File: config.mk
export PLATFORM = sky130hd
export DESIGN_NAME = snoop_responder
export DESIGN_NICKNAME = d
export VERILOG_FILES = /design/src/rtl/mesi_pkg.sv /design/src/rtl/mesi_snoop_next.sv /design/src/rtl/snoop_responder.sv
export SDC_FILE = /design/constraint.sdc
export NUM_CORES = 1
export LEC_CHECK = 0
export CORE_MARGIN = 3
export CORE_UTILIZATION = 40
export CTS_BUF_LIST = sky130_fd_sc_hd__clkbuf_4
export CTS_CLUSTER_SIZE = 8
export DETAILED_ROUTE_END_ITERATION = 7
export GPL_TIMING_DRIVEN = 0
export PLACE_DENSITY = 0.77
export SKIP_CTS_REPAIR_TIMING = 1
export SLEW_MARGIN = 20
export SYNTH_ARGS = -nofsm -noshare
export SYNTH_HDL_FRONTEND = slang
export SYNTH_HIERARCHICAL = 1
export SYNTH_SLANG_ARGS = --single-unit
File: constraint.sdc
create_clock -name clock -period 1.9 [get_ports clock]
set_input_delay 0.285 -clock clock [delete_from_list [all_inputs] [get_ports clock]]
set_output_delay 0.285 -clock clock [all_outputs]
set_load 0.005 [all_outputs]
File: src/rtl/mesi_pkg.sv
// mesi_pkg: MESI encodings, array line layout, bus opcodes and snoop FSM states.
package mesi_pkg;
  typedef enum logic [2:0] {
    INVALID   = 3'b000,
    SHARED    = 3'b001,
    EXCLUSIVE = 3'b010,
    MODIFIED  = 3'b011
  } mesi_t;
  typedef enum logic [1:0] {
    BUS_RD  = 2'd0,
    BUS_RDX = 2'd1,
    BUS_INV = 2'd2
  } bus_op_t;
  typedef enum logic [2:0] {IDLE, LOOKUP, EVAL, WRITE, DONE} fsm_t;
  localparam int TAG_HI  = 13;
  localparam int TAG_LO  = 11;
  localparam int ST_HI   = 10;
  localparam int ST_LO   = 8;
  localparam int DATA_HI = 7;
  localparam int DATA_LO = 0;
endpackage

File: src/rtl/mesi_snoop_next.sv
// mesi_snoop_next: snooped MESI downgrade for one bus op (E/M under BUS_INV behave like BUS_RDX).
module mesi_snoop_next
  import mesi_pkg::*;
(
  input  logic [1:0] op,
  input  logic [2:0] cur,
  input  logic       hit,
  output logic [2:0] nxt,
  output logic       shared,
  output logic       supply
);
  assign nxt    = !hit ? cur : op == BUS_RD ? SHARED : (op == BUS_RDX || op == BUS_INV) ? INVALID : cur;
  assign shared = hit;
  assign supply = hit && cur == MODIFIED;
endmodule

File: src/rtl/snoop_responder.sv
// snoop_responder: snoop-side MESI responder for one 4-line direct-mapped cache.
// SNOOP_STATS_EN enables the saturating hit/invalidation counters.
module snoop_responder
  import mesi_pkg::*;
#(
  parameter logic [1:0] CPU_ID = 2'd0
) (
  input  logic        clock,
  input  logic        reset_n,
  input  logic        bus_valid,
  input  logic [1:0]  bus_src,
  input  logic [1:0]  bus_op,
  input  logic [2:0]  bus_addr,
  output logic        snp_ack,
  output logic        snp_shared,
  output logic        snp_supply,
  output logic [7:0]  snp_data,
  input  logic        arr_busy,
  output logic        arr_rd,
  output logic        arr_we,
  output logic [1:0]  arr_addr,
  output logic [13:0] arr_wdata,
  input  logic [13:0] arr_rdata,
  output logic [7:0]  snp_hit_cnt,
  output logic [7:0]  snp_inv_cnt
);
  fsm_t        state, next;
  logic [1:0]  op_q;
  logic [2:0]  addr_q;
  logic [13:0] line_q;
  logic [2:0]  cur_st, nxt_st;
  logic        hit, sh, sp;
  assign cur_st = arr_rdata[ST_HI:ST_LO];
  assign hit    = arr_rdata[TAG_HI:TAG_LO] == addr_q && cur_st != INVALID;
  mesi_snoop_next u_next (
    .op    (op_q),
    .cur   (cur_st),
    .hit   (hit),
    .nxt   (nxt_st),
    .shared(sh),
    .supply(sp)
  );
  always_ff @(posedge clock) begin
    if (!reset_n) begin
      state      <= IDLE;
      op_q       <= 2'd0;
      addr_q     <= 3'd0;
      line_q     <= 14'd0;
      snp_shared <= 1'b0;
      snp_supply <= 1'b0;
      snp_data   <= 8'd0;
    end else begin
      state <= next;
      if (state == IDLE && bus_valid) begin
        op_q   <= bus_op;
        addr_q <= bus_addr;
      end
      if (state == EVAL) begin
        snp_shared <= sh;
        snp_supply <= sp;
        snp_data   <= sp ? arr_rdata[DATA_HI:DATA_LO] : 8'd0;
        line_q     <= {arr_rdata[TAG_HI:TAG_LO], nxt_st, arr_rdata[DATA_HI:DATA_LO]};
      end
      if (state == DONE) begin
        snp_shared <= 1'b0;
        snp_supply <= 1'b0;
        snp_data   <= 8'd0;
      end
    end
  end
  always_comb begin
    next   = state;
    arr_rd = 1'b0;
    arr_we = 1'b0;
    unique case (state)
      IDLE:    next = !bus_valid ? IDLE : bus_src == CPU_ID ? DONE : LOOKUP;
      LOOKUP: begin
        arr_rd = !arr_busy;
        next   = arr_busy ? LOOKUP : EVAL;
      end
      EVAL:    next = nxt_st != cur_st ? WRITE : DONE;
      WRITE: begin
        arr_we = !arr_busy;
        next   = arr_busy ? WRITE : DONE;
      end
      DONE:    next = IDLE;
      default: next = IDLE;
    endcase
  end
  assign snp_ack   = state == DONE;
  assign arr_addr  = (arr_rd || arr_we) ? addr_q[1:0] : 2'd0;
  assign arr_wdata = arr_we ? line_q : 14'd0;
`ifdef SNOOP_STATS_EN
  logic [7:0] hit_cnt, inv_cnt;
  always_ff @(posedge clock) begin
    if (!reset_n) begin
      hit_cnt <= 8'd0;
      inv_cnt <= 8'd0;
    end else begin
      if (state == DONE && snp_shared && hit_cnt != 8'hff) hit_cnt <= hit_cnt + 8'd1;
      if (arr_we && line_q[ST_HI:ST_LO] == INVALID && inv_cnt != 8'hff) inv_cnt <= inv_cnt + 8'd1;
    end
  end
  assign snp_hit_cnt = hit_cnt;
  assign snp_inv_cnt = inv_cnt;
`else
  assign snp_hit_cnt = 8'd0;
  assign snp_inv_cnt = 8'd0;
`endif
endmodule

### Word level (Yosys, flattened, before mapping)

Cells that the tools add are included.

* equality and inequality tests: 9
* mux-type cells: 14
* bitwise gates (word level): 1
* reduce and logical (&&, ||, !) cells: 11

Operators with widths (number)
* 3-bit 2-to-1 mux: 7
* 14-bit 2-to-1 mux: 1
* 3-bit case mux with 4 select lines: 1
* 3-bit by 2-bit == test with 1-bit output, second input constant: 3
* 8-bit 2-to-1 mux: 1
* 2-bit logical NOT: 2
* 2-bit 2-to-1 mux: 2
* 3-bit by 1-bit == test with 1-bit output, second input constant: 1
* 3-bit == test: 1
* 3-bit == test, second input constant: 1
* 1-bit logical AND: 3
* 3-bit logical NOT: 1
* 3-bit != test: 1
* 3-bit nonzero test: 1
* 2-bit by 1-bit == test with 1-bit output, second input constant: 1
* 2-bit == test, second input constant: 1
* 1-bit logical OR: 2
* 1-bit 2-to-1 mux: 2
* 2-bit OR reduction: 1
* 1-bit logical NOT: 1
* 1-bit NOT: 1

* register bits after elaboration: 32
* input bits: 25
* output and inout bits: 45
* logic and storage cells: 42

### Logic depth before layout (Yosys ltp)

* depth in word-level cells: 8
* mapped depth: 7
* gate-level depth less buffers: 7

### Cells and area by module

Netlist, hierarchy kept.

Modules (own cells, without submodules)
* snoop_responder: instances 1, cells each 191, area an instance 1614.0 um2, seq. area each 640.6 um2
* mesi_snoop_next: instances 1, cells each 10, area an instance 67.6 um2, seq. area each 0.0 um2

### Worst setup path before layout

OpenSTA, ideal clock, no wires.

* path type: register -> register
* start point: register addr_q[0]
* end point: register state[2]
* setup time: 0.120 ns
* arrival time: 1.774 ns
* required time: 1.780 ns
* path slack: 0.007 ns
* cell stages (with the launch flop): 8
* path buffers: 0
* period minus slack after synthesis: 1.893 ns
* cell sequence: dfxtp_1 xor2_1 nor4_1 o21ai_1 and2_1 xor2_1 nor4_2 o31a_1

* cells in the longest elaborated chain, start to end: 6

Ends and longest elaborated chain
* start, declared: line snoop_responder.sv:29 `logic [2:0] addr_q;`
* start signal, assigned: line snoop_responder.sv:56 `addr_q <= bus_addr;`
* 3-bit == test: line snoop_responder.sv:34 `assign hit = arr_rdata[TAG_HI:TAG_LO] == addr_q && cur_st != INVALID;`
* 1-bit logical AND: line snoop_responder.sv:34
* net hit: line snoop_responder.sv:32 `logic hit, sh, sp;`
* 3-bit 2-to-1 mux: line mesi_snoop_next.sv:12 `assign nxt = !hit ? cur : op == BUS_RD ? SHARED : (op == BUS_RDX || op == BUS_INV) ? INVALID : cur;`
* net nxt_st[1]: line snoop_responder.sv:31 `logic [2:0] cur_st, nxt_st;`
* 3-bit != test: line snoop_responder.sv:81 `EVAL: next = nxt_st != cur_st ? WRITE : DONE;`
* 3-bit 2-to-1 mux: line snoop_responder.sv:81
* 3-bit case mux with 4 select lines: line snoop_responder.sv:75 `unique case (state)`
* end signal, assigned: line snoop_responder.sv:53 `state <= next;`
* end, declared: line snoop_responder.sv:27 `fsm_t state, next;`

The timed path passes the listed nets, and every way through them passes these cells.
A chain may end at the register's enable or synchronous reset.

### Final worst setup path

* start point: register state[0]
* end point: output arr_wdata[1]

* cells in the longest elaborated chain, start to end: 3

Ends and longest elaborated chain
* 3-bit by 2-bit == test with 1-bit output: line snoop_responder.sv:75
* 1-bit 2-to-1 mux: line snoop_responder.sv:75
* 14-bit 2-to-1 mux: line snoop_responder.sv:92 `assign arr_wdata = arr_we ? line_q : 14'd0;`
* end, declared: line snoop_responder.sv:22 `output logic [13:0] arr_wdata,`

Every way passes these cells.

==> results.py <==
metrics = {
    "route": {
        "drt_pass1_iterations": 4,
        "drtIter0Drc": 85,
        "post-route-drc-count": 0,
        "routed_wl_um": 4286,
        "viasPerCell": 4.747,
        "routed-via-count": 1557,
        "route.detailed.wl_per_inst_um": 13.07,
        "ant_nets": 0,
    },
    "yosys": {
        "synth_top_area_share_pct": 38.10,
        "synthTopCellsByCount": "43 x nand2_1, 32 x dfxtp_1, 17 x buf_4",
        "ys_types": 36,
        "syn_area_per_cell_um2": 8.366,
        "ys_ff_latch": 32,
        "synth_area_leaders": "dfxtp_1 38%, nand2_1 9.6%, buf_4 7.6%",
        "async_flop_share_pct": 0,
        "synth_warnings": 6,
        "synth_edf_count": 0,
        "synth_flop_cell": "dfxtp_1",
        "netlist_instances": 201,
        "yosysMostFrequentCell": "nand2_1",
        "yosysTopAreaCell": "dfxtp_1",
        "netlist_area_um2": 1682,
        "ys_seq_area_share_pct": 38.10,
    },
    "global_route": {
        "track_usage_pct": 16.22,
        "grt_overflow": 0,
        "grt_pass1_wl_um": 6472,
        "grt_start_max_net_pins": 11,
        "antenna_found_initial": 0,
        "grt_pass1_vias": 1376,
    },
    "sta": {
        "final_max_slew_viol_count": 0,
        "setup_violations": 0,
        "timing.hold.ws_ps": 293.2,
        "fin_ws_ps": 7.393,
        "tightestPinTransition_ps": 558.4,
        "relSlewSlack_pct": 62.62,
        "post-route-min-period_ps": 1893,
        "hold_viol": 0,
        "period_share_pct": 99.61,
        "timing.fmax_mhz": 528.4,
        "final.setup.tns_ps": 0,
        "fin_worst_skew_ps": 10.98,
    },
    "run": {
        "cap_violations": 0,
    },
    "worst_setup_path": {
        "max_stage_delay_ps": 340,
        "end_kind": "primary output",
        "worstSetupStartpointType": "flip-flop",
        "required_ps": 1620,
        "path_class": "reg2out",
        "arrival_ps": 1610,
        "crit_top_cell": "buf_4",
        "crit_fanout": 6,
        "rr_worst_depth": 7,
        "worstPathCellList": "buf_6, nor3b_4, buf_4, buf_4, and3_4, clkbuf_2",
        "critPathSlowestCell": "dfxtp_2",
    },
    "placement": {
        "dp_slack_ps": -822.0,
        "port_buffers": 53,
        "dpl.hpwl_um": 3062,
        "globalplace.congestion": 0.7540,
    },
    "die": {
        "ioPinCount": 70,
        "die-area_um2": 5018,
        "coreArea_um2": 3854,
        "die_w_um": 70.84,
        "rows": 22,
        "die_y_um": 70.84,
        "start_util_pct": 43.64,
    },
    "cts": {
        "htree_levels": 2,
        "cts.sinks": 32,
        "clockBufferDepth": 2,
        "cts-buffers-inserted": 5,
        "cts_tree": "yes",
        "cts_root_buffer": "clkbuf_4",
        "path_clk_slew_ps": 100,
        "clock_latency_ps": 330,
    },
    "final_layout": {
        "fillCellCount": 317,
        "area_growth_pct": 52.16,
        "fin_nets": 308,
        "antennaDiodeCount": 0,
        "drive_above_1_share_pct": 22.86,
        "utilization_pct": 66.40,
    },
    "min_path": {
        "hold_depth": 3,
        "hp-class": "in2reg",
    },
    "run_status": {
        "status": "finished, final reports clean",
    },
    "power": {
        "power.leakage_nw": 1.332,
        "finalPower_mw": 1.426,
        "powerDensity_nw_per_um2": 557.3,
        "peakVddDrop_mv": 0.3931,
    },
}
[through the flow]
step           std cells  area [um2]
2_1_floorplan        216        1738
3_3_place_gp         317        2328
3_5_place_dp         317        2328
4_1_cts              322        2366
5_1_grt              328        2559
6_report             328        2559
[where the power goes]
group	internal [mW]	leakage [nW]	switching [mW]
combinational	0.190	1.05	0.167
sequential	0.700	0.260	0.0212
clock	0.124	0.0230	0.224
[registers in the layout, indices dropped and copies added, names as in the netlist]
name / count
op_q: 2
snp_data: 8
line_q: 14
snp_shared: 1
addr_q: 3
snp_supply: 1
state: 3
[layout make-up]
cell class | count | area (um2) | area share [%]
inverter | 3 | 11.26 | 0.4401
buffer | 29 | 209.0 | 8.166
timing repair buffer | 61 | 618.1 | 24.16
multi-input combinational | 150 | 978.4 | 38.24
clock buffer | 5 | 37.54 | 1.467
sequential | 32 | 644.4 | 25.18
tap | 48 | 60.06 | 2.347
[logic make-up (layout without fill, tap and decap cells)]
kind of cell	count (synthesis)	after routing	share of synthesized area (%)
XOR/XNOR	7	7	3.646
AND/OR/NAND/NOR	91	91	29.61
AO/OA/AOI/OAI	30	30	11.76
other	1	16	0.2230
flip-flops	32	32	38.09
buffers and inverters	34	98	12.95
multiplexers	5	5	2.976
adder cells (fa/ha/maj)	1	1	0.7439
[critical path: cells and delay by family, from the launching register on]
kind,cells,cell delay (ps)
buffers and inverters,4,500
DFF,1,340
and+or+nand+nor,2,440
[path summary, 6_finish.rpt]
path,end,slack [ps],startpoint
worst max-delay path,arr_wdata[1],7,state[0]
worst min-delay path,line_q[11],290,arr_rdata[11]
worst max register to register,state[2],7,addr_q[2]
worst min register to register,line_q[5],450,line_q[5]
[placed cells by master, fill, tap and decap left out, types with 2 or more instances in the layout]
cell type	netlist	final
a21boi_0	12	12
a21boi_1	2	2
a21oi_1	10	10
and2_1	5	3
and2_4	0	2
and3_1	14	12
and3_4	0	2
buf_2	3	2
buf_4	17	25
buf_6	3	4
clkbuf_1	8	5
clkbuf_2	0	4
clkbuf_4	0	6
clkdlybuf4s50_1	0	30
conb_1	1	16
dfxtp_1	32	29
dfxtp_2	0	3
dlymetal6s2s_1	0	19
inv_1	3	3
mux2i_1	5	5
nand2_1	43	43
nand3_1	9	9
nor2b_1	8	7
nor3_2	0	2
nor3b_4	1	2
xor2_2	0	6
[per-layer routing]
metal	track usage (%)	vias to the layer above	wire length, um
met5	0	-	0
met4	7.307	0	85
met3	3.835	11	247
met2	25.44	58	2060
met1	21.13	703	1891
li1	-	785	-
(Power assumes the default switching activity.)
